<file path="src/rtl/wb_master_arbiter.sv">
// Two-requester Wishbone master arbiter with a stalled-slave watchdog.
// Requester 0 (TX fetch) and requester 1 (RX store) share one master port.
// Ports: wb_clk_i/wb_rst_i (sync active-high reset), r0_*/r1_* requester
// slave-side buses, m_wb_* shared master bus, grant_o (one-hot owner),
// timeout_o (one-cycle pulse, one cycle after the watchdog fires).
module wb_master_arbiter #(
    parameter int unsigned WB_ADDR_WIDTH  = 32,
    parameter int unsigned WB_DATA_WIDTH  = 32,
    parameter int unsigned WB_SEL_WIDTH   = 4,
    parameter int unsigned TIMEOUT_CYCLES = 256
) (
    input  logic                     wb_clk_i,
    input  logic                     wb_rst_i,
    input  logic [WB_ADDR_WIDTH-1:0] r0_adr_i,
    input  logic [WB_SEL_WIDTH-1:0]  r0_sel_i,
    input  logic                     r0_we_i,
    input  logic [WB_DATA_WIDTH-1:0] r0_dat_i,
    input  logic                     r0_cyc_i,
    input  logic                     r0_stb_i,
    input  logic [2:0]               r0_cti_i,
    input  logic [1:0]               r0_bte_i,
    output logic [WB_DATA_WIDTH-1:0] r0_dat_o,
    output logic                     r0_ack_o,
    output logic                     r0_err_o,
    input  logic [WB_ADDR_WIDTH-1:0] r1_adr_i,
    input  logic [WB_SEL_WIDTH-1:0]  r1_sel_i,
    input  logic                     r1_we_i,
    input  logic [WB_DATA_WIDTH-1:0] r1_dat_i,
    input  logic                     r1_cyc_i,
    input  logic                     r1_stb_i,
    input  logic [2:0]               r1_cti_i,
    input  logic [1:0]               r1_bte_i,
    output logic [WB_DATA_WIDTH-1:0] r1_dat_o,
    output logic                     r1_ack_o,
    output logic                     r1_err_o,
    output logic [WB_ADDR_WIDTH-1:0] m_wb_adr_o,
    output logic [WB_SEL_WIDTH-1:0]  m_wb_sel_o,
    output logic                     m_wb_we_o,
    output logic [WB_DATA_WIDTH-1:0] m_wb_dat_o,
    output logic                     m_wb_cyc_o,
    output logic                     m_wb_stb_o,
    output logic [2:0]               m_wb_cti_o,
    output logic [1:0]               m_wb_bte_o,
    input  logic [WB_DATA_WIDTH-1:0] m_wb_dat_i,
    input  logic                     m_wb_ack_i,
    input  logic                     m_wb_err_i,
    output logic [1:0]               grant_o,
    output logic                     timeout_o
);

    localparam int unsigned WD_W = 16;
    localparam logic [WD_W-1:0] WD_LAST = WD_W'(TIMEOUT_CYCLES - 1);
    localparam logic [WD_W-1:0] WD_MAX  = {WD_W{1'b1}};

    typedef enum logic [1:0] {
        IDLE = 2'd0,
        BUS0 = 2'd1,
        BUS1 = 2'd2
    } state_e;

    state_e          state_q, state_d;
    logic            last_grant_q, last_grant_d;
    logic [WD_W-1:0] wd_cnt_q, wd_cnt_d;
    logic            timeout_q;
    logic            wd_inc;
    logic            wd_fire;

    // Next-state, last-grant and watchdog counter logic
    always_comb begin
        state_d      = state_q;
        last_grant_d = last_grant_q;
        wd_cnt_d     = '0;
        unique case (state_q)
            IDLE: begin
                if (r0_cyc_i && r1_cyc_i) begin
                    // Tie goes to whoever did not own the bus last
                    state_d = last_grant_q ? BUS0 : BUS1;
                end else if (r0_cyc_i) begin
                    state_d = BUS0;
                end else if (r1_cyc_i) begin
                    state_d = BUS1;
                end
            end
            BUS0: begin
                if (!r0_cyc_i) begin
                    state_d      = IDLE;
                    last_grant_d = 1'b0;
                end
            end
            BUS1: begin
                if (!r1_cyc_i) begin
                    state_d      = IDLE;
                    last_grant_d = 1'b1;
                end
            end
            default: state_d = IDLE;
        endcase
        // Count only genuinely stalled strobes; anything else restarts the window
        if (wd_inc && !wd_fire && (state_d == state_q)) begin
            wd_cnt_d = (wd_cnt_q == WD_MAX) ? wd_cnt_q : wd_cnt_q + WD_W'(1);
        end
    end

    always_ff @(posedge wb_clk_i) begin
        if (wb_rst_i) begin
            state_q      <= IDLE;
            last_grant_q <= 1'b1;
            wd_cnt_q     <= '0;
            timeout_q    <= 1'b0;
        end else begin
            state_q      <= state_d;
            last_grant_q <= last_grant_d;
            wd_cnt_q     <= wd_cnt_d;
            timeout_q    <= wd_fire;
        end
    end

    // Master bus mux: owner's inputs pass straight through, idle drives zeros
    always_comb begin
        m_wb_adr_o = '0;
        m_wb_sel_o = '0;
        m_wb_we_o  = 1'b0;
        m_wb_dat_o = '0;
        m_wb_cyc_o = 1'b0;
        m_wb_stb_o = 1'b0;
        m_wb_cti_o = '0;
        m_wb_bte_o = '0;
        grant_o    = 2'b00;
        unique case (state_q)
            BUS0: begin
                m_wb_adr_o = r0_adr_i;
                m_wb_sel_o = r0_sel_i;
                m_wb_we_o  = r0_we_i;
                m_wb_dat_o = r0_dat_i;
                m_wb_cyc_o = r0_cyc_i;
                m_wb_stb_o = r0_stb_i;
                m_wb_cti_o = r0_cti_i;
                m_wb_bte_o = r0_bte_i;
                grant_o    = 2'b01;
            end
            BUS1: begin
                m_wb_adr_o = r1_adr_i;
                m_wb_sel_o = r1_sel_i;
                m_wb_we_o  = r1_we_i;
                m_wb_dat_o = r1_dat_i;
                m_wb_cyc_o = r1_cyc_i;
                m_wb_stb_o = r1_stb_i;
                m_wb_cti_o = r1_cti_i;
                m_wb_bte_o = r1_bte_i;
                grant_o    = 2'b10;
            end
            default: ;
        endcase
    end

    // Stalled strobe: owner still in a cycle, strobing, and the slave silent
    assign wd_inc  = (state_q != IDLE) && m_wb_cyc_o && m_wb_stb_o && !m_wb_ack_i && !m_wb_err_i;
    assign wd_fire = wd_inc && (wd_cnt_q == WD_LAST);

    // Response routing; err (slave or watchdog) overrides ack
    assign r0_dat_o  = m_wb_dat_i;
    assign r1_dat_o  = m_wb_dat_i;
    assign r0_ack_o  = grant_o[0] & m_wb_ack_i & ~m_wb_err_i;
    assign r1_ack_o  = grant_o[1] & m_wb_ack_i & ~m_wb_err_i;
    assign r0_err_o  = grant_o[0] & (m_wb_err_i | wd_fire);
    assign r1_err_o  = grant_o[1] & (m_wb_err_i | wd_fire);
    assign timeout_o = timeout_q;

endmodule

</file>
<file path="config.mk">
export PLATFORM = sky130hd
export DESIGN_NAME = wb_master_arbiter
export DESIGN_NICKNAME = d
export VERILOG_FILES = /design/src/rtl/wb_master_arbiter.sv
export SDC_FILE = /design/constraint.sdc
export NUM_CORES = 1
export LEC_CHECK = 0
export ABC_AREA = 1
export BUFFER_PORTS_ARGS = -buffer_cell sky130_fd_sc_hd__buf_2
export CORE_AREA = 5 5 126 128
export CTS_BUF_LIST = sky130_fd_sc_hd__clkbuf_4 sky130_fd_sc_hd__clkbuf_8
export DETAILED_ROUTE_END_ITERATION = 10
export DIE_AREA = 0 0 131 133
export GPL_ROUTABILITY_DRIVEN = 1
export PLACE_DENSITY = 0.56
export SYNTH_ARGS = -nofsm -noshare
export SYNTH_HDL_FRONTEND = slang
export SYNTH_SLANG_ARGS = --single-unit
</file>
<file path="constraint.sdc">
create_clock -name wb_clk_i -period 1.7 [get_ports wb_clk_i]
set_clock_uncertainty 0.05 [all_clocks]
set_input_delay 0.085 -clock wb_clk_i [delete_from_list [all_inputs] [get_ports wb_clk_i]]
set_output_delay 0.085 -clock wb_clk_i [all_outputs]
set_load 0.01 [all_outputs]
</file>
==> metrics.txt, run 1 <==
status finished, violations left; failing checks negative hold slack, negative setup slack; CTS Buffer Depth 2; internal reg-to-reg setup slack -0.07 ns; Worst Hold Class input pin to register; Via density 4.500; P&R area growth vs syn 88.98%; CP Data Arrival Time 1.71 ns; CP required 1.56 ns; count leader, synth nand2_1; grt met1 use 18.14%; Crit path largest cell delay 0.40 ns; clock slew at reported path FFs 0.08 ns; relative slew slack 79.04%; # diodes 0; Setup-failing EPs final 76; max-slew violation count 0; fmax 541.0 MHz; row cnt 45; via count 4077; dpl cells 870; Avg Inst Size Synth 5.687 µm²; chip width 131 µm; worst slew pin tran 0.3111 ns; Setup CP Type register to output port; Clk Latency, worst-skew pair 0.27 ns; Iter 0 DRT Violations 281; RSZ-0062 raised after global routing yes; drc violations 0; number of flops mapped to enable cells by yosys 0; Async S/R FF share, synth 0%; Mapped Nets 692; top cells by area, synth nand2_1 (26%), buf_4 (17%), dfxtp_1 (14%); Pwr Total 2.574 mW; Post-synth top cells nand2_1 (194), a21oi_1 (77), buf_4 (65), nor2_1 (37), dfxtp_1 (20); HPWL Detailed 11.80 mm; GRT Resource Usage Total 15.84%; sequential area share after synthesis 14.17%; htree depth 1; leakage power 2.451 nW; Final WS setup -0.1485 ns; Global Route met3 Usage 9.285%; Hold Vio Cnt, Final 1; CTS tree yes; CP cell instances inv_6 > ha_4 > buf_6 > inv_8 > buf_12 > clkbuf_16 > a21oi_2 > buf_2; critical path capture point type output port; wire per inst 18.70 µm; Num CTS Buffers 3; Ys Warns 0; antenna-violating nets left 0; DRT Pass-1 Iters 4; Initial Utilization 19.16%; Routability Congestion 0.8145; GR Layer Usage met2 25.37%; Yosys reg bits 20; peak supply drop 0.2863 mV; leading area contributor after synthesis nand2_1; multi-input logic area 0.002338 mm²; worst-path maximum fanout 8; I/O Buffers 238; Final period util 108.7%; Worst setup SP type register; Core ar. 0.01475 mm²; first-pass GRT wire length 21.15 mm; GRT busiest layer met2; Slowest-stage cell, CP dfxtp_4; crit path time final 1.849 ns; Buf+Inv Stages, Crit Path 6; Root Buffer clkbuf_8; WL final 16.95 mm; Synth Instances 497; Crit path max-delay family buffers and inverters; die height 133 µm; grt ovf 0; layout cells sized above 1 61.14%; clock sink total 20; Power Dens Cells 481.9 mW/mm²; antenna violations before repair 5; pre-CTS setup slack -0.1114 ns; Main synth FF type dfxtp_1; register area 407.9 µm²; Top Ports 335; Max-Cap Viols 0; Final Hold Slack -0.001232 ns; post-synthesis cell area 0.002826 mm²; Unique masters post-synth 28; die area 0.01742 mm²; Fillers 1576; Post-Layout Cell Count 906; Final #Nets 914; pin count of the biggest net entering global routing 30; area share of the largest cell type after synthesis 25.76%; vias in the first global route 3693
-- repair_timing --
action	in CTS	in global routing
cloned	10	9
buffers inserted	6	7
resized for setup	83	94
pin swaps	5	26
endpoints found under the setup margin	93	94
hold buffers	0	0
-- sequential cells by signal, summed over array words and instances, names as in the netlist --
register / flops
timeout_o: 1
state_q: 2
last_grant_q: 1
wd_cnt_q: 16
-- where the power goes --
group          switching (mW)  internal [mW]  total [mW]
registers              0.0107          0.475       0.486
logic                   0.815          0.780        1.59
clock network           0.179          0.315       0.494
-- metrics by stage --
stage / TNS, ns / area [µm²] / hold slack [ns] / utilization [%]
after floorplan: 0 / 2835 / 0.1074 / -
after global placement: -0.3599 / 3996 / 0.1201 / 27.09
after detailed placement: -0.9146 / 3996 / 0.1201 / 27.09
after CTS: -4.325 / 4707 / 0.005949 / 31.91
after global routing: -11.09 / 5341 / 0.002646 / 36.21
final: -5.479 / 5341 / -0.001232 / 36.21
-- worst reg2reg max path, cell delays in order, from the launching register on --
cell and delay, ns:
dfxtp_4 0.38, inv_6 0.08, ha_4 0.18, nand2_4 0.06, nand2_4 0.09, nand3_4 0.08, nor2_4 0.11, buf_4 0.12
nand3_2 0.09, nor2_4 0.16, buf_6 0.13, nand2_8 0.09, nor2_1 0.10
-- placed cells by master (no fill, tap or decap), types with 2 or more instances in the layout --
cell,instances
a21oi_1,4
a21oi_2,66
a21oi_4,7
buf_12,7
buf_16,10
buf_2,231
buf_4,36
buf_6,13
clkbuf_16,8
clkbuf_8,3
dfxtp_1,18
dfxtp_4,2
ha_1,4
ha_4,3
inv_1,15
inv_6,2
nand2_1,170
nand2_2,13
nand2_4,12
nand2_8,2
nand3_1,11
nand4_1,2
nor2_1,35
nor2_4,14
nor3_1,2
o21ai_0,4
xnor2_1,5
xor2_1,5
-- path summary, 6_finish.rpt --
check,depth (start not counted),to,start
hold reg to reg,2,last_grant_q$_SDFFE_PP1P_,last_grant_q$_SDFFE_PP1P_
setup / recovery,8,m_wb_dat_o[0],state_q[1]$_SDFF_PP0_
setup reg to reg,12,wd_cnt_q[1]$_SDFFE_PP0P_,state_q[1]$_SDFF_PP0_
hold / removal,2,state_q[1]$_SDFF_PP0_,wb_rst_i
-- per-layer routing --
layer	vias to the layer above	share of wire, %
met4	10	1.6
li1	1957	-
met5	-	0.35
met2	217	46
met3	43	16
met1	1850	36
-- final cells by class --
class,count,area share [%]
multi-input combinational,370,43.78
timing repair buffer,306,41.25
sequential,20,7.636
tap,188,4.404
inverter,18,1.593
clock buffer,3,0.7730
clock inverter,1,0.5622
-- cells by family after synthesis --
| logic type | after synthesis | synth area share [%] |
|---|---|---|
| xor gates and xnor gates | 10 | 3.099 |
| DFF | 20 | 14.17 |
| AOI/OAI and AO/OA | 85 | 15.32 |
| and+or+nand+nor | 267 | 41.08 |
| adders and majority gates | 7 | 3.099 |
| buffers and inverters | 108 | 23.24 |
No activity file was read; power rests on OpenSTA's default activity.
==> run 2: changes to the inputs <==
--- a/config.mk
+++ b/config.mk
@@ -7,12 +7,12 @@
 export LEC_CHECK = 0
 export ABC_AREA = 1
 export BUFFER_PORTS_ARGS = -buffer_cell sky130_fd_sc_hd__buf_2
-export CORE_AREA = 5 5 126 128
+export CORE_AREA = 5 5 127 129
 export CTS_BUF_LIST = sky130_fd_sc_hd__clkbuf_4 sky130_fd_sc_hd__clkbuf_8
 export DETAILED_ROUTE_END_ITERATION = 10
-export DIE_AREA = 0 0 131 133
+export DIE_AREA = 0 0 132 134
 export GPL_ROUTABILITY_DRIVEN = 1
-export PLACE_DENSITY = 0.56
+export PLACE_DENSITY = 0.55
 export SYNTH_ARGS = -nofsm -noshare
 export SYNTH_HDL_FRONTEND = slang
 export SYNTH_SLANG_ARGS = --single-unit
==> run 2 against run 1 <==
The flow finishes with violations (negative setup slack). Cell area fell by 3.7%. Highest routed layer unchanged. Fmax fell by 1.1%. Power fell by 9.5%. Critical endpoint is now wd_cnt_q[13]$_SDFFE_PP0P_. Critical path depth rose by 6. Via count fell by 2.5%. Wire length fell by 6.3%. Hold slack improved by 0.12 ns. Clock-buffer cell count rose by 1. Global-route usage fell by 0.89 points. Sequential share of layout area rose by 0.29 points.
==> metrics.txt, run 2 (synthesis gave the netlist of run 1 again) <==
Post-Layout Cell Count 908; pin count of the biggest net entering global routing 48; Power Dens Cells 452.7 mW/mm²; P&R area growth vs syn 82.07%; CTS tree yes; RSZ-0062 raised after global routing yes; I/O Buffers 238; fin area 0.005146 mm²; Final period util 109.9%; row cnt 45; worst-path maximum fanout 7; dpl cells 875; Worst Hold Class input pin to output port; chip width 132 µm; Slowest-stage cell, CP dfxtp_4; Final Hold Slack 0.1200 ns; most frequent cells in the layout buf_2 (232), nand2_1 (184), a21oi_2 (65), buf_4 (36), nor2_1 (33); Buf+Inv Stages, Crit Path 3; # diodes 0; CP required 1.85 ns; Final #Nets 916; Hold Vio Cnt, Final 0; Iter 0 DRT Violations 143; HPWL Detailed 11.67 mm; Critical R2R Capture wd_cnt_q[13]$_SDFFE_PP0P_; r2r worst-path depth 14; register area 407.9 µm²; Top reg by flops wd_cnt_q; CP most frequent cell nand2_1; drc violations 0; htree depth 1; Fillers 1613; peak supply drop 0.2865 mV; Largest register FFs 16; Critical Path Source state_q[0]$_SDFF_PP0_; Worst setup SP type register; max-slew violation count 0; CP Data Arrival Time 2.02 ns; grt ovf 0; CTS Buffer Depth 2; clock sink total 20; pre-CTS setup slack -0.1196 ns; Initial Utilization 18.94%; Clk Latency, worst-skew pair 0.26 ns; crit path capture wd_cnt_q[13]$_SDFFE_PP0P_; WL final 15.88 mm; status finished, violations left; clock slew at reported path FFs 0.08 ns; Via density 4.380; Num CTS Buffers 3; die area 0.01769 mm²; Setup-failing EPs final 87; antenna-violating nets left 0; Core ar. 0.01492 mm²; GRT Resource Usage Total 14.95%; top flop regs wd_cnt_q: 16 flops, state_q: 2 flops; Area after DPL 0.004071 mm²; Root Buffer clkbuf_8; Max-Cap Viols 0; Top Ports 335; Crit path max-delay family simple AND/OR/NAND/NOR gates; FF-to-FF Start state_q[0]$_SDFF_PP0_; Final WS setup -0.1691 ns; relative slew slack 79.25%; wire per inst 17.49 µm; via count 3977; critical path capture point type register; Setup CP Type register to register; internal reg-to-reg setup slack -0.17 ns; worst slew pin tran 0.3080 ns; CP cell instances inv_6 > ha_4 > nand2_2 > nand2_2 > buf_4 > nand2_1 > nand2_1 > nand2_1 > nand2_1 > nand2_2 > nor2_4 > buf_6 > nand2_8 > nor2_4; Crit path largest cell delay 0.38 ns; crit path time final 1.869 ns; Pwr Total 2.330 mW; vias in the first global route 3756; first-pass GRT wire length 21.26 mm; failing checks negative setup slack; antenna violations before repair 4; multi-input logic area 0.002237 mm²; layout cells sized above 1 59.44%; commonest non-fill, non-tap cell in the layout buf_2; Routability Congestion 0.8420; DRT Pass-1 Iters 4; leakage power 2.333 nW; fmax 535.0 MHz; CP Depth 14; die height 134 µm
-- run 2: cell types whose count changed in the layout (fill, tap and decap cells not counted), sizes merged --
| cell | delta |
|---|---|
| clkbuf | +1 |
| bufinv | -1 |
| bufbuf | +1 |
| dlygate4sd3 | +1 |
-- run 2: layout make-up --
cell class	instances	area share (%)
Clock buffer	4	1.070
Inverter	18	1.653
Multi-Input combinational cell	370	43.47
Sequential cell	20	7.926
Tap cell	188	4.571
Timing Repair Buffer	308	41.31
-- run 2: routing by layer --
layer	GRT usage (%)	vias up	routed length [µm]
li1	-	1954	-
met1	16.66	1765	5620
met2	24.93	203	7614
met3	8.815	49	2212
met4	2.743	6	395
met5	0	-	34
-- run 2: worst min-delay path by stage --
stage | from | end | slack [ns] | cells after the start
after floorplan | wb_rst_i | state_q[0]$_SDFF_PP0_ | 0.11 | 1
after global placement | m_wb_dat_i[12] | r0_dat_o[12] | 0.12 | 0
after detailed placement | m_wb_dat_i[12] | r0_dat_o[12] | 0.12 | 0
after CTS | m_wb_dat_i[12] | r0_dat_o[12] | 0.12 | 0
after global routing | m_wb_dat_i[22] | r0_dat_o[22] | 0.12 | 0
final | m_wb_dat_i[22] | r0_dat_o[22] | 0.12 | 0
-- run 2: timing repair --
item	CTS	global route
setup buffers	14	3
cloned	3	9
pin swaps	7	21
endpoints found under the hold margin	1	0
hold buffers	1	0
setup endpoints to repair	92	96
resized for setup	87	61
-- run 2: report_power, final --
group          internal (mW)  total, mW  switching, mW
Clock                  0.206      0.367          0.161
Sequential             0.475      0.483        0.00859
Combinational          0.741       1.48          0.737
-- run 2: per-stage QoR --
step | util (%) | setup TNS (ns)
after floorplan | - | 0
after global placement | 27.29 | -0.2741
after detailed placement | 27.29 | -1.214
after CTS | 31.41 | -4.994
after global routing | 34.49 | -16.13
final | 34.49 | -8.492
